`config.mk`:
```
export PLATFORM = sky130hd
export DESIGN_NAME = gravity_ctrl
export DESIGN_NICKNAME = d
export VERILOG_FILES = /design/src/rtl/tetris_pkg.sv /design/src/rtl/gravity_ctrl_tick_counter.sv /design/src/rtl/gravity_ctrl.sv
export SDC_FILE = /design/constraint.sdc
export NUM_CORES = 1
export LEC_CHECK = 0
export ABC_AREA = 1
export BUFFER_PORTS_ARGS = -buffer_cell sky130_fd_sc_hd__buf_2
export CAP_MARGIN = 20
export CORE_ASPECT_RATIO = 0.9
export CORE_MARGIN = 4
export CORE_UTILIZATION = 45
export DETAILED_ROUTE_END_ITERATION = 10
export SLEW_MARGIN = 5
export SYNTH_ARGS = -nofsm -noshare
export SYNTH_HDL_FRONTEND = slang
export SYNTH_SLANG_ARGS = --single-unit
```
`constraint.sdc`:
```
create_clock -name clk -period 3.3 [get_ports clk]
set_input_delay 0.165 -clock clk [delete_from_list [all_inputs] [get_ports clk]]
set_output_delay 0.165 -clock clk [all_outputs]
set_load 0.01 [all_outputs]
```
`src/rtl/tetris_pkg.sv`:
```
// Shared types, default tick constants and the gravity interval helper.
package tetris_pkg;

  typedef enum logic [2:0] {
    IDLE,
    FALL,
    WAIT,
    HARD,
    LAND,
    LOCK
  } grav_state_t;

  localparam int DEF_LEVEL_W    = 4;
  localparam int DEF_MAX_LEVEL  = 10;
  localparam int DEF_BASE_TICKS = 100;
  localparam int DEF_STEP_TICKS = 9;
  localparam int DEF_MIN_TICKS  = 10;
  localparam int DEF_SOFT_TICKS = 5;
  localparam int DEF_LOCK_TICKS = 100;
  localparam int DEF_MAX_RESETS = 15;
  localparam int DEF_CNT_W      = 8;

  // Interval for a level: the level saturates at max_level, then the interval
  // is floored at min_ticks so high levels never reach zero.
  function automatic int gravity_interval(input int level,
                                          input int max_level = DEF_MAX_LEVEL,
                                          input int base      = DEF_BASE_TICKS,
                                          input int step      = DEF_STEP_TICKS,
                                          input int min_ticks = DEF_MIN_TICKS);
    int lvl_sat;
    int iv;
    lvl_sat = (level > max_level) ? max_level : level;
    iv      = base - step * lvl_sat;
    return (iv < min_ticks) ? min_ticks : iv;
  endfunction

endpackage

```
`src/rtl/gravity_ctrl_tick_counter.sv`:
```
// Saturating tick counter; done flags the tick that reaches the limit.
module tick_counter
  import tetris_pkg::*;
#(
  parameter int CNT_W = DEF_CNT_W
) (
  input  logic             clk,
  input  logic             rst,
  input  logic             clr,
  input  logic             tick,
  input  logic [CNT_W-1:0] limit,
  output logic             done
);

  logic [CNT_W-1:0] cnt;

  // The >= compare (not ==) lets a lowered limit fire on the very next tick.
  assign done = tick && (({1'b0, cnt} + 1'b1) >= {1'b0, limit});

  // Count ticks, clear on request, and hold at all-ones instead of wrapping.
  always_ff @(posedge clk) begin
    if (rst || clr) begin
      cnt <= '0;
    end else if (tick && (cnt != '1)) begin
      cnt <= cnt + 1'b1;
    end
  end

endmodule

```
`src/rtl/gravity_ctrl.sv`:
```
// Gravity, soft/hard drop and lock-delay sequencing for the active piece.
module gravity_ctrl
  import tetris_pkg::*;
#(
  parameter int LEVEL_W    = DEF_LEVEL_W,
  parameter int MAX_LEVEL  = DEF_MAX_LEVEL,
  parameter int BASE_TICKS = DEF_BASE_TICKS,
  parameter int STEP_TICKS = DEF_STEP_TICKS,
  parameter int MIN_TICKS  = DEF_MIN_TICKS,
  parameter int SOFT_TICKS = DEF_SOFT_TICKS,
  parameter int LOCK_TICKS = DEF_LOCK_TICKS,
  parameter int MAX_RESETS = DEF_MAX_RESETS,
  parameter int CNT_W      = DEF_CNT_W
) (
  input  logic               clk,
  input  logic               rst,
  input  logic               game_clk,
  input  logic               enable,
  input  logic               new_piece,
  input  logic [LEVEL_W-1:0] level,
  input  logic               soft_drop,
  input  logic               hard_drop,
  input  logic               landed,
  input  logic               piece_moved,
  output logic               drop_req,
  input  logic               drop_ack,
  output logic               lock_req,
  input  logic               lock_ack,
  output logic               hard_active
);

  localparam int RST_W = $clog2(MAX_RESETS + 1);

  grav_state_t      state;
  logic [CNT_W-1:0] grav_int_r;
  logic [CNT_W-1:0] grav_next;
  logic [CNT_W-1:0] eff_int;
  logic [RST_W-1:0] resets;
  logic             ack_d;
  logic             grav_done;
  logic             lock_done;
  logic             lock_restart;

  assign grav_next = CNT_W'(gravity_interval(int'(level), MAX_LEVEL, BASE_TICKS,
                                             STEP_TICKS, MIN_TICKS));

  // Soft drop only ever speeds a piece up, never slows a fast level down.
  assign eff_int = (soft_drop && (CNT_W'(SOFT_TICKS) < grav_int_r)) ?
                   CNT_W'(SOFT_TICKS) : grav_int_r;

  // A successful move while resting restarts lock delay, bounded per piece.
  assign lock_restart = (state == LAND) && landed && !hard_drop && piece_moved &&
                        (resets < RST_W'(MAX_RESETS));

  tick_counter #(.CNT_W(CNT_W)) u_grav_cnt (
    .clk   (clk),
    .rst   (rst),
    .clr   (state != FALL),
    .tick  (game_clk && (state == FALL)),
    .limit (eff_int),
    .done  (grav_done)
  );

  tick_counter #(.CNT_W(CNT_W)) u_lock_cnt (
    .clk   (clk),
    .rst   (rst),
    .clr   ((state != LAND) || lock_restart),
    .tick  (game_clk && (state == LAND)),
    .limit (CNT_W'(LOCK_TICKS)),
    .done  (lock_done)
  );

  // Piece lifecycle FSM; every output is registered alongside the state.
  always_ff @(posedge clk) begin
    if (rst) begin
      state       <= IDLE;
      drop_req    <= 1'b0;
      lock_req    <= 1'b0;
      hard_active <= 1'b0;
      resets      <= '0;
      ack_d       <= 1'b0;
      grav_int_r  <= '0;
    end else begin
      ack_d <= drop_ack;
      if (!enable) begin
        state       <= IDLE;
        drop_req    <= 1'b0;
        lock_req    <= 1'b0;
        hard_active <= 1'b0;
      end else begin
        case (state)
          IDLE: begin
            drop_req    <= 1'b0;
            lock_req    <= 1'b0;
            hard_active <= 1'b0;
            if (new_piece) begin
              state      <= FALL;
              resets     <= '0;
              grav_int_r <= grav_next;
            end
          end
          FALL: begin
            if (hard_drop) begin
              state       <= HARD;
              hard_active <= 1'b1;
            end else if (grav_done) begin
              if (landed) begin
                state <= LAND;
              end else begin
                state    <= WAIT;
                drop_req <= 1'b1;
              end
            end
          end
          WAIT: begin
            if (drop_ack) begin
              state      <= FALL;
              drop_req   <= 1'b0;
              grav_int_r <= grav_next;
            end
          end
          HARD: begin
            // One idle cycle after each ack so landed reflects the new row.
            if (drop_req) begin
              if (drop_ack) drop_req <= 1'b0;
            end else if (!ack_d) begin
              if (landed) begin
                state       <= LOCK;
                lock_req    <= 1'b1;
                hard_active <= 1'b0;
              end else begin
                drop_req <= 1'b1;
              end
            end
          end
          LAND: begin
            if (!landed) begin
              state      <= FALL;
              grav_int_r <= grav_next;
            end else if (hard_drop) begin
              state    <= LOCK;
              lock_req <= 1'b1;
            end else if (lock_restart) begin
              resets <= resets + RST_W'(1);
            end else if (lock_done) begin
              state    <= LOCK;
              lock_req <= 1'b1;
            end
          end
          LOCK: begin
            if (lock_ack) begin
              state    <= IDLE;
              lock_req <= 1'b0;
            end
          end
          default: begin
            state       <= IDLE;
            drop_req    <= 1'b0;
            lock_req    <= 1'b0;
            hard_active <= 1'b0;
          end
        endcase
      end
    end
  end

endmodule

```
==> impl_metrics.csv <==
group,metric,value,unit
timing,period_minus_slack,2.461,ns
critical_path,critical_path.most_common_cell,"ha_1",
cts,postCtsSetupBuffers,0,
logic_synthesis,synth_cell_types,38,
route,vias_per_cell,4.984,
finish,fillers,513,
logic_synthesis,synthArstFlopShare,0,
cts,tritoncts,"done",
critical_path,startpoint_type,"input pin",
timing,maxSlewHeadroom,0.6533,
critical_path,arrival,2.63,ns
cts,cts.sinks,35,
finish,fin_util,0.5326,
logic_synthesis,postSynthCellCount,358,
critical_path,crit_fanout,7,
finish,nNetsFinal,413,
power,power.density,379.9,nW/um^2
route,num_vias,2218,
route,drt_iter0_drc,127,
finish,area_delta_synth_final,10.75,%
cts,clockBufferDepth,2,
worst_hold_path,hold_path_startpoint,"drop_ack",
logic_synthesis,synth_top_area_cell,"dfxtp_1",
critical_path,slowest_delay,0.48,ns
logic_synthesis,synth_area_per_cell,6.696,sq um
floorplanning,die_area,6560,sq um
critical_path,rrSetupSlack,0.86,ns
route,drc_errors,0,
logic_synthesis,synth_edf_count,0,
floorplanning,die_h,77.24,um
floorplanning,core-area,4985,sq um
critical_path,reg2reg_from,"u_grav_cnt.cnt[0]$_SDFFE_PP0P_",
floorplanning,die_width,84.94,um
worst_hold_path,hold_class,"input pin to flop",
floorplanning,row_count,24,
place,dpl.hpwl,3937,um
route,wl_per_cell,11.16,um
logic_synthesis,synth_most_common_cell,"nand2_1",
timing,maxSlewViolCount,0,
critical_path,critical_path_class,"input pin to flop",
timing,clock.fmax,406.3,MHz
logic_synthesis,ys_warn_count,0,
global_route,grt_max_degree,14,
place,portBuffers,17,
finish,antennaDiodeCount,0,
place,globalplace.congestion,0.9057,
floorplanning,initial_utilization,0.4809,
critical_path,crit_start,"level[2]",
global_route,grt_pass1_wl,8680,um
logic_synthesis,synth.area.top_cells,"dfxtp_1 (29%), nand2_1 (13%), ha_1 (9.4%), nor2_1 (7.2%), inv_1 (6.6%)",
timing,period_share,0.7457,
cts,clock_latency,0.29,ns
logic_synthesis,netlist.area_leader.share,0.2923,
logic_synthesis,syn-cell-area,2397,sq um
place,post-place-ws,0.5255,ns
cts,ctsHtreeMaxLevel,2,
cts,clkSlewWorstSetupHoldPaths,0.07,ns
cts,cts-root-buf,"clkbuf_8",
global_route,grt-ovfl-total,0,
critical_path,critPathRequiredTime,3.47,ns
timing,hold_viol,0,
timing,setup_viol,0,
cts,cts_made_buffers,5,
critical_path,cpMaxStageDelayCell,"fa_1",
critical_path,worstSetupEndpointType,"flop",
flow_run,maxCapViolations,0,
critical_path,reg2regPathDepth,18,
timing,worst_slew_pin_slew,0.5160,ns
power,power.total,1.009,mW
timing,layout_setup_ws,0.8390,ns
critical_path,worstReg2RegEnd,"state[2]$_SDFFE_PP0P_",
power,p_leak,1.221,nW
cts,ctsHoldBuffers,0,
critical_path,crit_end,"grav_int_r[1]$_SDFFE_PP0P_",
status,outcome,"completed",
finish,layout-drive-gt1-share,0.1474,
logic_synthesis,yosysSeqAreaShare,0.2923,
logic_synthesis,ys_ff_latch,35,
logic_synthesis,synth_common_cells,"nand2_1 (83), nor2_1 (46), inv_1 (42), dfxtp_1 (35), a21oi_1 (26)",
route,routed_wl,4967,um
critical_path,worstPathCellList,"buf_2 -> or2_2 -> o211ai_1 -> nand2_1 -> ha_1 -> ha_1 -> fa_1 -> inv_1 -> o21ai_0 -> nor2_1 -> ha_1 -> nor2_4 -> inv_1 -> nor2_1 -> nor3_1",
global_route,grt_pass1_vias,1988,
cts,cts_resized,0,
floorplanning,io-pin-count,18,
global_route,antenna_found_initial,0,
global_route,track_usage,0.1602,
timing,finClkSkew,0.009224,ns
timing,setup_tns,0,ns
timing,rsz0062_at_grt,"false",
logic_synthesis,synth_flop_cell,"dfxtp_1",
route,first_pass_iters,4,
logic_synthesis,syn_nets,392,
power,irDropWorstVdd,194.8,uV
timing,whs,0.1281,ns
route,detail-route-antenna-nets,0,
[flip-flops by register name, summed over array words and instances, names as in the netlist]
signal          flops
drop_req            1
ack_d               1
hard_active         1
state               3
u_grav_cnt.cnt      8
grav_int_r          8
lock_req            1
resets              4
u_lock_cnt.cnt      8
[critical path: cells and delay by family]
| family | cells | cell delay (ns) |
|---|---|---|
| AOI/OAI and AO/OA | 2 | 0.27 |
| buffers and inverters | 3 | 0.21 |
| adders and majority gates | 4 | 1.19 |
| and+or+nand+nor | 6 | 0.79 |
[routing by layer]
| metal | up-vias | GRT usage | wire [um] |
|---|---|---|---|
| met3 | 2 | 0.04609 | 181 |
| li1 | 1207 | - | - |
| met5 | - | 0 | 0 |
| met1 | 976 | 0.2203 | 2528 |
| met4 | 0 | 0.03797 | 27 |
| met2 | 33 | 0.2465 | 2229 |
[cell families after synthesis]
group | Yosys count | synth area share
and+or+nand+nor | 176 | 0.3236
AOI/OAI and AO/OA | 62 | 0.1566
buffers and inverters | 55 | 0.08716
DFF | 35 | 0.2923
adders and majority gates | 19 | 0.1023
xor gates and xnor gates | 10 | 0.03654
other | 1 | 0.001564
[cell type report]
type                       count  area, sq um  share of cell area
tap                           65        81.33             0.03063
multi-input combinational    268         1488              0.5603
inverter                      51        191.4             0.07210
clock inverter                 1        7.507            0.002828
clock buffer                   7        96.34             0.03629
timing repair buffer          18        90.09             0.03393
sequential                    35        700.7              0.2639
[where the power goes]
| part | internal (mW) | switching [mW] |
|---|---|---|
| sequential | 0.436 | 0.0130 |
| clock | 0.190 | 0.161 |
| combinational | 0.0783 | 0.130 |
| total | 0.705 | 0.304 |
[cell usage in the layout, fill, tap and decap left out, types with 2 or more instances in the layout]
master / instances
nand2_1: 83
nor2_1: 46
inv_1: 42
dfxtp_1: 35
a21oi_1: 26
ha_1: 18
buf_2: 18
o21ai_0: 14
nand3_1: 14
xor2_1: 9
inv_2: 9
a211oi_1: 7
nor3_1: 7
clkbuf_8: 7
nor2_2: 6
nand2_2: 6
nand4_1: 3
a31oi_1: 3
o21bai_1: 3
or2_2: 3
o221ai_1: 2
nand3_2: 2
[per-stage QoR]
step           std cells  cell area (sq um)
2_1_floorplan        358               2397
3_3_place_gp         436               2546
3_5_place_dp         436               2546
4_1_cts              444               2650
5_1_grt              445               2655
6_report             445               2655
[worst min path at each step]
stage | slack [ns] | end | cells past startpoint
after floorplan | 0.29 | ack_d$_SDFF_PP0_ | 2
after global placement | 0.41 | ack_d$_SDFF_PP0_ | 3
after detailed placement | 0.42 | ack_d$_SDFF_PP0_ | 3
after CTS | 0.12 | ack_d$_SDFF_PP0_ | 3
after global routing | 0.14 | ack_d$_SDFF_PP0_ | 3
final | 0.13 | ack_d$_SDFF_PP0_ | 3
(Power assumes the default switching activity.)
